File: src/rtl/ps2_dev_emu.sv
// PS/2 device-side emulator: sends bytes to the host, accepts host
// request-to-send commands, and optionally answers them automatically.
module ps2_dev_emu #(
  parameter int unsigned CLK_HALF    = 2000,
  parameter int unsigned INHIBIT_MIN = 5000,
  parameter int unsigned AUTO_REPLY  = 1
) (
  input  logic       clk_sys,
  input  logic       rst,
  input  logic       ps2_clk_i,
  input  logic       ps2_data_i,
  output logic       ps2_clk_drv,
  output logic       ps2_data_drv,
  input  logic       tx_vld,
  input  logic [7:0] tx_data,
  output logic       tx_rdy,
  output logic       rx_vld,
  output logic [7:0] rx_data,
  output logic       rx_err,
  output logic       busy
);

  localparam int unsigned IDLE_MIN = 2 * CLK_HALF;
  localparam int unsigned CMAX     = (IDLE_MIN > INHIBIT_MIN) ? IDLE_MIN : INHIBIT_MIN;
  localparam int unsigned CW       = $clog2(CMAX + 1);

  localparam logic [CW-1:0] HALF_LAST = CW'(CLK_HALF - 1);
  localparam logic [CW-1:0] IDLE_SAT  = CW'(IDLE_MIN);
  localparam logic [CW-1:0] INH_SAT   = CW'(INHIBIT_MIN);
  // Our own clock release needs the synchronizer latency to show up on
  // the sampled line before a low level can be blamed on the host.
  localparam logic [CW-1:0] GUARD     = CW'(3);

  typedef enum logic [2:0] {IDLE, TX, RX_WAIT, RX, RX_ACK} state_t;

  state_t        state_q, state_d;
  logic          clk_meta_q, clk_s_q, dat_meta_q, dat_s_q;
  logic [CW-1:0] cnt_q, cnt_d;
  logic          phase_q, phase_d;          // 1 = clock-low half of a pulse
  logic [3:0]    bit_q, bit_d;
  logic [CW-1:0] idle_cnt_q, idle_cnt_d;
  logic [CW-1:0] low_cnt_q, low_cnt_d;
  logic [7:0]    txb_q, txb_d;
  logic          txsrc_q, txsrc_d;          // 1 = byte came from reply queue
  logic [7:0]    hbuf_q, hbuf_d;
  logic          hpend_q, hpend_d;
  logic [9:0]    shreg_q, shreg_d;
  logic [7:0]    q_mem_q [3];
  logic [7:0]    q_mem_d [3];
  logic [1:0]    q_cnt_q, q_cnt_d;
  logic [7:0]    rx_data_q, rx_data_d;
  logic          rx_vld_q, rx_vld_d;
  logic          rx_err_q, rx_err_d;

  logic          idle_ok, half_done, rx_good;
  logic [10:0]   tx_frame;

  assign idle_ok   = (idle_cnt_q == IDLE_SAT);
  assign half_done = (cnt_q == HALF_LAST);
  assign tx_frame  = {1'b1, ~^txb_q, txb_q, 1'b0};
  assign rx_good   = (^shreg_q[8:0]) & shreg_q[9];

  // Two-flop synchronizers for the open-drain bus lines (idle level high).
  always_ff @(posedge clk_sys or posedge rst) begin
    if (rst) begin
      clk_meta_q <= 1'b1;
      clk_s_q    <= 1'b1;
      dat_meta_q <= 1'b1;
      dat_s_q    <= 1'b1;
    end else begin
      clk_meta_q <= ps2_clk_i;
      clk_s_q    <= clk_meta_q;
      dat_meta_q <= ps2_data_i;
      dat_s_q    <= dat_meta_q;
    end
  end

  // State and datapath registers.
  always_ff @(posedge clk_sys or posedge rst) begin
    if (rst) begin
      state_q    <= IDLE;
      cnt_q      <= '0;
      phase_q    <= 1'b0;
      bit_q      <= '0;
      idle_cnt_q <= '0;
      low_cnt_q  <= '0;
      txb_q      <= '0;
      txsrc_q    <= 1'b0;
      hbuf_q     <= '0;
      hpend_q    <= 1'b0;
      shreg_q    <= '0;
      for (int unsigned i = 0; i < 3; i++) q_mem_q[i] <= '0;
      q_cnt_q    <= '0;
      rx_data_q  <= '0;
      rx_vld_q   <= 1'b0;
      rx_err_q   <= 1'b0;
    end else begin
      state_q    <= state_d;
      cnt_q      <= cnt_d;
      phase_q    <= phase_d;
      bit_q      <= bit_d;
      idle_cnt_q <= idle_cnt_d;
      low_cnt_q  <= low_cnt_d;
      txb_q      <= txb_d;
      txsrc_q    <= txsrc_d;
      hbuf_q     <= hbuf_d;
      hpend_q    <= hpend_d;
      shreg_q    <= shreg_d;
      q_mem_q    <= q_mem_d;
      q_cnt_q    <= q_cnt_d;
      rx_data_q  <= rx_data_d;
      rx_vld_q   <= rx_vld_d;
      rx_err_q   <= rx_err_d;
    end
  end

  // Next-state logic: line qualification counters, frame sequencing, reply queue.
  always_comb begin
    state_d   = state_q;
    cnt_d     = cnt_q;
    phase_d   = phase_q;
    bit_d     = bit_q;
    txb_d     = txb_q;
    txsrc_d   = txsrc_q;
    hbuf_d    = hbuf_q;
    hpend_d   = hpend_q;
    shreg_d   = shreg_q;
    q_mem_d   = q_mem_q;
    q_cnt_d   = q_cnt_q;
    rx_data_d = rx_data_q;
    rx_vld_d  = 1'b0;
    rx_err_d  = 1'b0;

    if (clk_s_q && dat_s_q) idle_cnt_d = idle_ok ? idle_cnt_q : idle_cnt_q + 1'b1;
    else                    idle_cnt_d = '0;

    if (!clk_s_q) low_cnt_d = (low_cnt_q == INH_SAT) ? low_cnt_q : low_cnt_q + 1'b1;
    else          low_cnt_d = '0;

    case (state_q)
      IDLE: begin
        cnt_d   = '0;
        phase_d = 1'b0;
        bit_d   = '0;
        if (clk_s_q && (low_cnt_q == INH_SAT) && !dat_s_q) begin
          state_d = RX_WAIT;
        end else if (idle_ok && (q_cnt_q != 2'd0)) begin
          txb_d   = q_mem_q[0];
          txsrc_d = 1'b1;
          state_d = TX;
        end else if (idle_ok && hpend_q) begin
          txb_d   = hbuf_q;
          txsrc_d = 1'b0;
          state_d = TX;
        end else if (tx_vld && tx_rdy) begin
          hbuf_d  = tx_data;
          hpend_d = 1'b1;
        end
      end

      TX: begin
        // Source byte is only retired on completion, so an abort simply
        // returns to IDLE and the same byte is picked up again.
        if (!phase_q && (bit_q != 4'd10) && !clk_s_q && (cnt_q >= GUARD)) begin
          state_d = IDLE;
          cnt_d   = '0;
          phase_d = 1'b0;
          bit_d   = '0;
        end else if (!half_done) begin
          cnt_d = cnt_q + 1'b1;
        end else begin
          cnt_d   = '0;
          phase_d = ~phase_q;
          if (phase_q) begin
            if (bit_q == 4'd10) begin
              state_d = IDLE;
              bit_d   = '0;
              if (txsrc_q) begin
                q_mem_d[0] = q_mem_q[1];
                q_mem_d[1] = q_mem_q[2];
                q_mem_d[2] = '0;
                q_cnt_d    = q_cnt_q - 2'd1;
              end else begin
                hpend_d = 1'b0;
              end
            end else begin
              bit_d = bit_q + 4'd1;
            end
          end
        end
      end

      RX_WAIT: begin
        if (!half_done) begin
          cnt_d = cnt_q + 1'b1;
        end else begin
          cnt_d   = '0;
          phase_d = 1'b0;
          bit_d   = '0;
          state_d = RX;
        end
      end

      RX: begin
        if (!half_done) begin
          cnt_d = cnt_q + 1'b1;
        end else begin
          cnt_d   = '0;
          phase_d = ~phase_q;
          if (!phase_q) begin
            shreg_d = {dat_s_q, shreg_q[9:1]};
          end else if (bit_q == 4'd9) begin
            bit_d   = '0;
            state_d = RX_ACK;
          end else begin
            bit_d = bit_q + 4'd1;
          end
        end
      end

      RX_ACK: begin
        if (!half_done) begin
          cnt_d = cnt_q + 1'b1;
        end else begin
          cnt_d   = '0;
          phase_d = ~phase_q;
          if (phase_q) begin
            state_d = IDLE;
            if (rx_good) begin
              rx_vld_d  = 1'b1;
              rx_data_d = shreg_q[7:0];
            end else begin
              rx_err_d = 1'b1;
            end
            if (AUTO_REPLY != 0) begin
              q_mem_d[1] = '0;
              q_mem_d[2] = '0;
              if (!rx_good) begin
                q_mem_d[0] = 8'hFE;
                q_cnt_d    = 2'd1;
              end else if (shreg_q[7:0] == 8'hFF) begin
                q_mem_d[0] = 8'hFA;
                q_mem_d[1] = 8'hAA;
                q_mem_d[2] = 8'h00;
                q_cnt_d    = 2'd3;
              end else begin
                q_mem_d[0] = 8'hFA;
                q_cnt_d    = 2'd1;
              end
            end
          end
        end
      end

      default: state_d = IDLE;
    endcase
  end

  // Bus drivers and status outputs decoded from the registered state.
  always_comb begin
    ps2_clk_drv  = 1'b0;
    ps2_data_drv = 1'b0;
    if (state_q == TX) begin
      ps2_clk_drv  = phase_q;
      ps2_data_drv = ~tx_frame[bit_q];
    end else if (state_q == RX) begin
      ps2_clk_drv  = phase_q;
    end else if (state_q == RX_ACK) begin
      ps2_clk_drv  = phase_q;
      ps2_data_drv = 1'b1;
    end
  end

  assign tx_rdy  = (state_q == IDLE) && (q_cnt_q == 2'd0) && !hpend_q && idle_ok;
  assign busy    = (state_q != IDLE);
  assign rx_vld  = rx_vld_q;
  assign rx_err  = rx_err_q;
  assign rx_data = rx_data_q;

endmodule

File: config.mk
export PLATFORM = sky130hd
export DESIGN_NAME = ps2_dev_emu
export DESIGN_NICKNAME = d
export VERILOG_FILES = /design/src/rtl/ps2_dev_emu.sv
export SDC_FILE = /design/constraint.sdc
export NUM_CORES = 1
export LEC_CHECK = 0
export CORE_ASPECT_RATIO = 1.5
export CORE_MARGIN = 1.5
export CORE_UTILIZATION = 60
export CTS_CLUSTER_SIZE = 16
export DETAILED_ROUTE_END_ITERATION = 8
export GPL_ROUTABILITY_DRIVEN = 0
export PLACE_DENSITY_LB_ADDON = 0.05
export SYNTH_ARGS = -nofsm -noshare
export SYNTH_HDL_FRONTEND = slang
export SYNTH_SLANG_ARGS = --single-unit
File: constraint.sdc
create_clock -name clk_sys -period 3.9 [get_ports clk_sys]
set_clock_uncertainty 0.15 [all_clocks]
set_input_delay 0.78 -clock clk_sys [delete_from_list [all_inputs] [get_ports clk_sys]]
set_output_delay 0.78 -clock clk_sys [all_outputs]
set_load 0.01 [all_outputs]
### After elaboration in Yosys (flattened, before gate mapping)

Cells that the tools add are included.

* flip-flop bits (word level): 115
* bits in latches: 0
* RAM bits: 0
* ROM bits: 0
* input port bits: 13
* output and inout port bits: 14
* word-level logic and storage cells: 192
* memories: 0

* add/subtract/negate cells: 5
* multiply operators: 0
* divide/modulo/power cells: 0
* magnitude comparators: 2
* eq/ne operators: 33
* shift-type cells: 0
* multiplexer cells: 85
* bitwise logic cells: 6
* reduce and logical (&&, ||, !) cells: 39

Operators with widths (count)
* $mux W24: 7
* $mux W13: 6
* $pmux W24 S2: 1
* $mux W3: 14
* $add A13 B1 Y13 const B: 3
* $pmux W13 S3: 1
* $ne A2 B2 Y1 const B: 18
* $mux W16: 2
* $mux W4: 8
* $mux W1: 29
* $reduce_and A10 Y1: 2
* $mux W2: 9
* $mux W8: 2
* $pmux W4 S4: 1
* $pmux W3 S5: 1
* $eq A13 B11 Y1 const B: 1
* $eq A13 B12 Y1 const B: 1
* $eq A13 B13 Y1 const B: 1
* $ge A13 B2 Y1 const B: 1
* $logic_and A1 B1 Y1: 12
* $ne A3 B3 Y1 const B: 3
* $reduce_xor A9 Y1: 1
* $eq A4 B4 Y1 const B: 2
* $eq A8 B8 Y1 const B: 1
* other kinds (28): 43

### Depth between registers and ports, before layout

* word-level depth: 10
* mapped depth: 10
* depth with buffers taken out: 8

### Worst setup path before layout

Ideal clock, no wire load.

* kind: reg-to-output
* start: reg bit_q[0]
* end: out ps2_data_drv
* arrival: 1.655 ns
* required time: 2.970 ns
* slack: 1.315 ns
* cell stages (with the launch flop): 6
* buffers on the path: 1
* cells stage by stage: dfrtp_1 > clkbuf_1 > mux4_2 > o21ai_0 > o211ai_1 > o21ai_0

* longest elaborated chain between the ends: 4

Ends and longest elaborated chain
* start: declaration: RTL line 40 `logic [3:0] bit_q, bit_d;`
* start signal: assignment: RTL line 101 `bit_q <= bit_d;`
* $bmux W1 S4: RTL line 265 `ps2_data_drv = ~tx_frame[bit_q];`
* $mux W1 (implied by the code): RTL line 265
* $not A1 Y1: RTL line 265
* $mux W1: RTL line 263 `if (state_q == TX) begin`
* end: declaration: RTL line 13 `output logic ps2_data_drv,`

Every way passes these cells. The select of a mux whose other input is x is not followed.

### Worst setup path after layout

* start: reg idle_cnt_q[0]
* end: out tx_rdy

* longest elaborated chain between the ends: 2

Ends and longest elaborated chain
* start: declaration: RTL line 41 `logic [CW-1:0] idle_cnt_q, idle_cnt_d;`
* start signal: assignment: RTL line 102 `idle_cnt_q <= idle_cnt_d;`
* $eq A13 B12 Y1: RTL line 58 `assign idle_ok = (idle_cnt_q == IDLE_SAT);`
* $logic_and A1 B1 Y1: RTL line 274 `assign tx_rdy = (state_q == IDLE) && (q_cnt_q == 2'd0) && !hpend_q && idle_ok;`
* end: declaration: RTL line 16 `output logic tx_rdy,`

Every way passes these cells.

==> results.cfg <==
[status]
status = finished clean

[worst_hold_path]
hold_path.class = reg2reg
whs_endpoint = clk_s_q
hold_path_startpoint = clk_meta_q
whs_path_depth = 0

[clocking]
cts_tree = built
cts_sinks = 95
hold_buffers = 0
clk_pin_slew_ns = 0.06
cts_made_buffers = 9
post-cts-setup-buffer-count = 0
cts_root_buf = clkbuf_16
cts_resized = 0
clk_latency_ns = 0.35
cts_max_path_buffers = 2
h-tree-depth = 3

[yosys]
synth.avg_cell_area_um2 = 10.4
seq_area_frac_synth_pct = 50.0
synthFlopType = dfrtp_1
ys_seq_elements = 95
synthCells = 459
netlist_area_mm2 = 0.00476
ys_warn_count = 0
synth_edf_count = 0
ys_async_sr_fraction_pct = 100
synth_nets = 484
synth.distinct_cells = 63

[cells_and_area]
final_cells = 591
fin_util_pct = 70.9
nets = 509
drive_gt1_share_pct = 12.7
area_delta_synth_final_pct = 14.0
n_fill_cell = 584
antenna_cells = 0

[sta]
fmax_mhz = 292
setup_tns_ns = 0
setup_viol = 0
grt_setup_unrepaired = no
layout_min_cycle_time_ns = 3.42
maxSlewViolCount = 0
setup_slack_ns = 0.476
hold_violations = 0
period_share_pct = 87.8
relSlewSlack_pct = 43.5
tightest_slew_ns = 0.846
worst_hold_slack_ns = 0.206

[detailed_routing]
drt-total-wl_mm = 9.18
dr.pass1.iters = 4
wl_per_cell_um = 15.5
drt_iter0_drc = 252
remaining_drc_errors = 0
viasPerCell = 5.78
vias = 3415
ant_nets = 0

[die]
start_util_pct = 62.2
die_w_um = 75.7
die-area_mm2 = 0.00849
core-area_mm2 = 0.00766
io_pins = 27
die_h_um = 112
num_rows = 39

[global_routing]
grtUsageMet3_pct = 2.78
top_usage_layer = met2
grt_pass1_wl_mm = 15.4
antenna_found_initial = 0
grt_pass1_vias = 3350
grt_max_degree = 60
overflow = 0
grtUsageTotal_pct = 24.0
met1_usage_pct = 30.4
grtUsageMet2_pct = 39.5

[setup_path]
crit_arrival_ns = 2.49
worst_ep_required_time_ns = 2.97
reg2regPathDepth = 6
reg2reg_slack_ns = 1.25
crit_path_end_kind = primary output
startpoint = idle_cnt_q[0]
reg2reg_to = q_cnt_q[1]
critPathKind = reg2out
reg2reg_from = cnt_q[4]
start_kind = flip-flop
crit_fanout = 10

[power_and_ir_drop]
p_sw_w = 0.000395
leakagePower_nw = 2.34
internal-power_w = 0.00159
power_density_mw_per_mm2 = 365
ir_drop_uv = 334
clkPwrFrac_pct = 47.1
combPwrFrac_pct = 2.4
seqPwrFrac_pct = 50.4
p_sw_share_pct = 19.9

[flow_run]
drv_cap = 0

[placement]
dp_hpwl_mm = 6.24
dp_cells = 575
place_worst_setup_slack_ns = 0.894
port_buffers = 26
critical path, cell delays in order (launching register included):
cell             delay [ns]
dfrtp_1                0.43
inv_1                  0.08
ha_1                   0.14
and4bb_1               0.24
nand4_2                0.29
nor4b_1                0.37
clkdlybuf4s50_1        0.60
metal layers:
layer / routed length, um / vias up
met5: 0 / -
met4: 247 / 0
met3: 259 / 16
met2: 4790 / 50
met1: 3880 / 1686
li1: - / 1663
Yosys cell counts, types with 2 or more instances:
master	n	area share, %
a21boi_0	2	0.32
a21oi_1	24	2.5
a31oi_1	2	0.26
and3_1	2	0.26
and4_1	4	0.74
buf_2	6	0.63
clkbuf_1	5	0.39
dfrtp_1	91	48
dfstp_2	4	2.2
ha_1	12	3.2
inv_1	20	1.6
mux2_2	26	6.1
mux2i_1	7	1.5
nand2_1	41	3.2
nand2b_1	3	0.39
nand3_1	15	1.6
nand3b_1	2	0.32
nand4_1	7	0.92
nor2_1	52	4.1
nor2b_1	3	0.39
nor3_1	10	1.1
nor3b_1	3	0.47
nor4_1	4	0.53
nor4_4	2	0.89
o21ai_0	27	2.8
o21ai_1	3	0.32
or2_0	2	0.26
or2_2	3	0.39
or3_1	10	1.3
xnor2_1	23	4.2
xor2_1	12	2.2
cell usage in the layout (no fill, tap or decap), drive strengths merged, types with 5 or more instances in the layout:
cell / Yosys / routed
a21oi: 24 / 24
clkbuf: 6 / 12
clkdlybuf4s50: 0 / 26
dfrtp: 91 / 91
ha: 12 / 12
inv: 20 / 19
mux2: 26 / 26
mux2i: 7 / 7
nand2: 41 / 41
nand3: 15 / 15
nand4: 8 / 8
nor2: 53 / 53
nor3: 10 / 10
nor4: 6 / 6
o21ai: 30 / 30
or2: 5 / 5
or3: 11 / 11
xnor2: 23 / 23
xor2: 12 / 12
metrics by stage:
step | total power (W) | instance area (um2)
2_1_floorplan | 0.00104 | 4760
3_3_place_gp | 0.00107 | 5110
3_5_place_dp | 0.00107 | 5110
4_1_cts | 0.00200 | 5430
5_1_grt | 0.00204 | 5430
6_report | 0.00198 | 5430
how the worst max path moves through the flow:
stage,to,cells after the start
detailed placement,tx_rdy,6
CTS,tx_rdy,6
floorplan,bit_q[0],1
finish,tx_rdy,6
global route,tx_rdy,6
global placement,tx_rdy,6
logic make-up (layout without fill, tap and decap cells):
family | after synthesis | after routing | share of synthesized area, %
simple gates | 174 | 174 | 19.3
flops | 95 | 95 | 50.0
compound gates | 74 | 74 | 9.62
xor+xnor | 36 | 36 | 6.91
mux | 34 | 34 | 8.09
buf+inv | 34 | 64 | 2.94
fa+ha+maj | 12 | 12 | 3.15
cell type report:
type	count	area [um2]	area share, %
clock inverter	4	70.1	1.29
clock buffer	12	246	4.54
inverter	20	76.3	1.41
timing repair buffer	28	288	5.30
sequential	95	2380	43.9
multi-input combinational	330	2240	41.2
tap	102	128	2.35
flip-flops by register name (all words and copies together) (netlist names), 8 cells and up:
signal / count
shreg_q: 10
rx_data: 8
txb_q: 8
cnt_q: 13
low_cnt_q: 13
hbuf_q: 8
idle_cnt_q: 13
power groups by stage:
stage | combinational [W] | sequential (W) | clock, W
floorplan | 0.0000278 | 0.00102 | 0
global placement | 0.0000488 | 0.00102 | 0
detailed placement | 0.0000496 | 0.00102 | 0
CTS | 0.0000502 | 0.00100 | 0.000950
global route | 0.0000562 | 0.00100 | 0.000984
finish | 0.0000481 | 0.00100 | 0.000935
(Power assumes the default switching activity.)
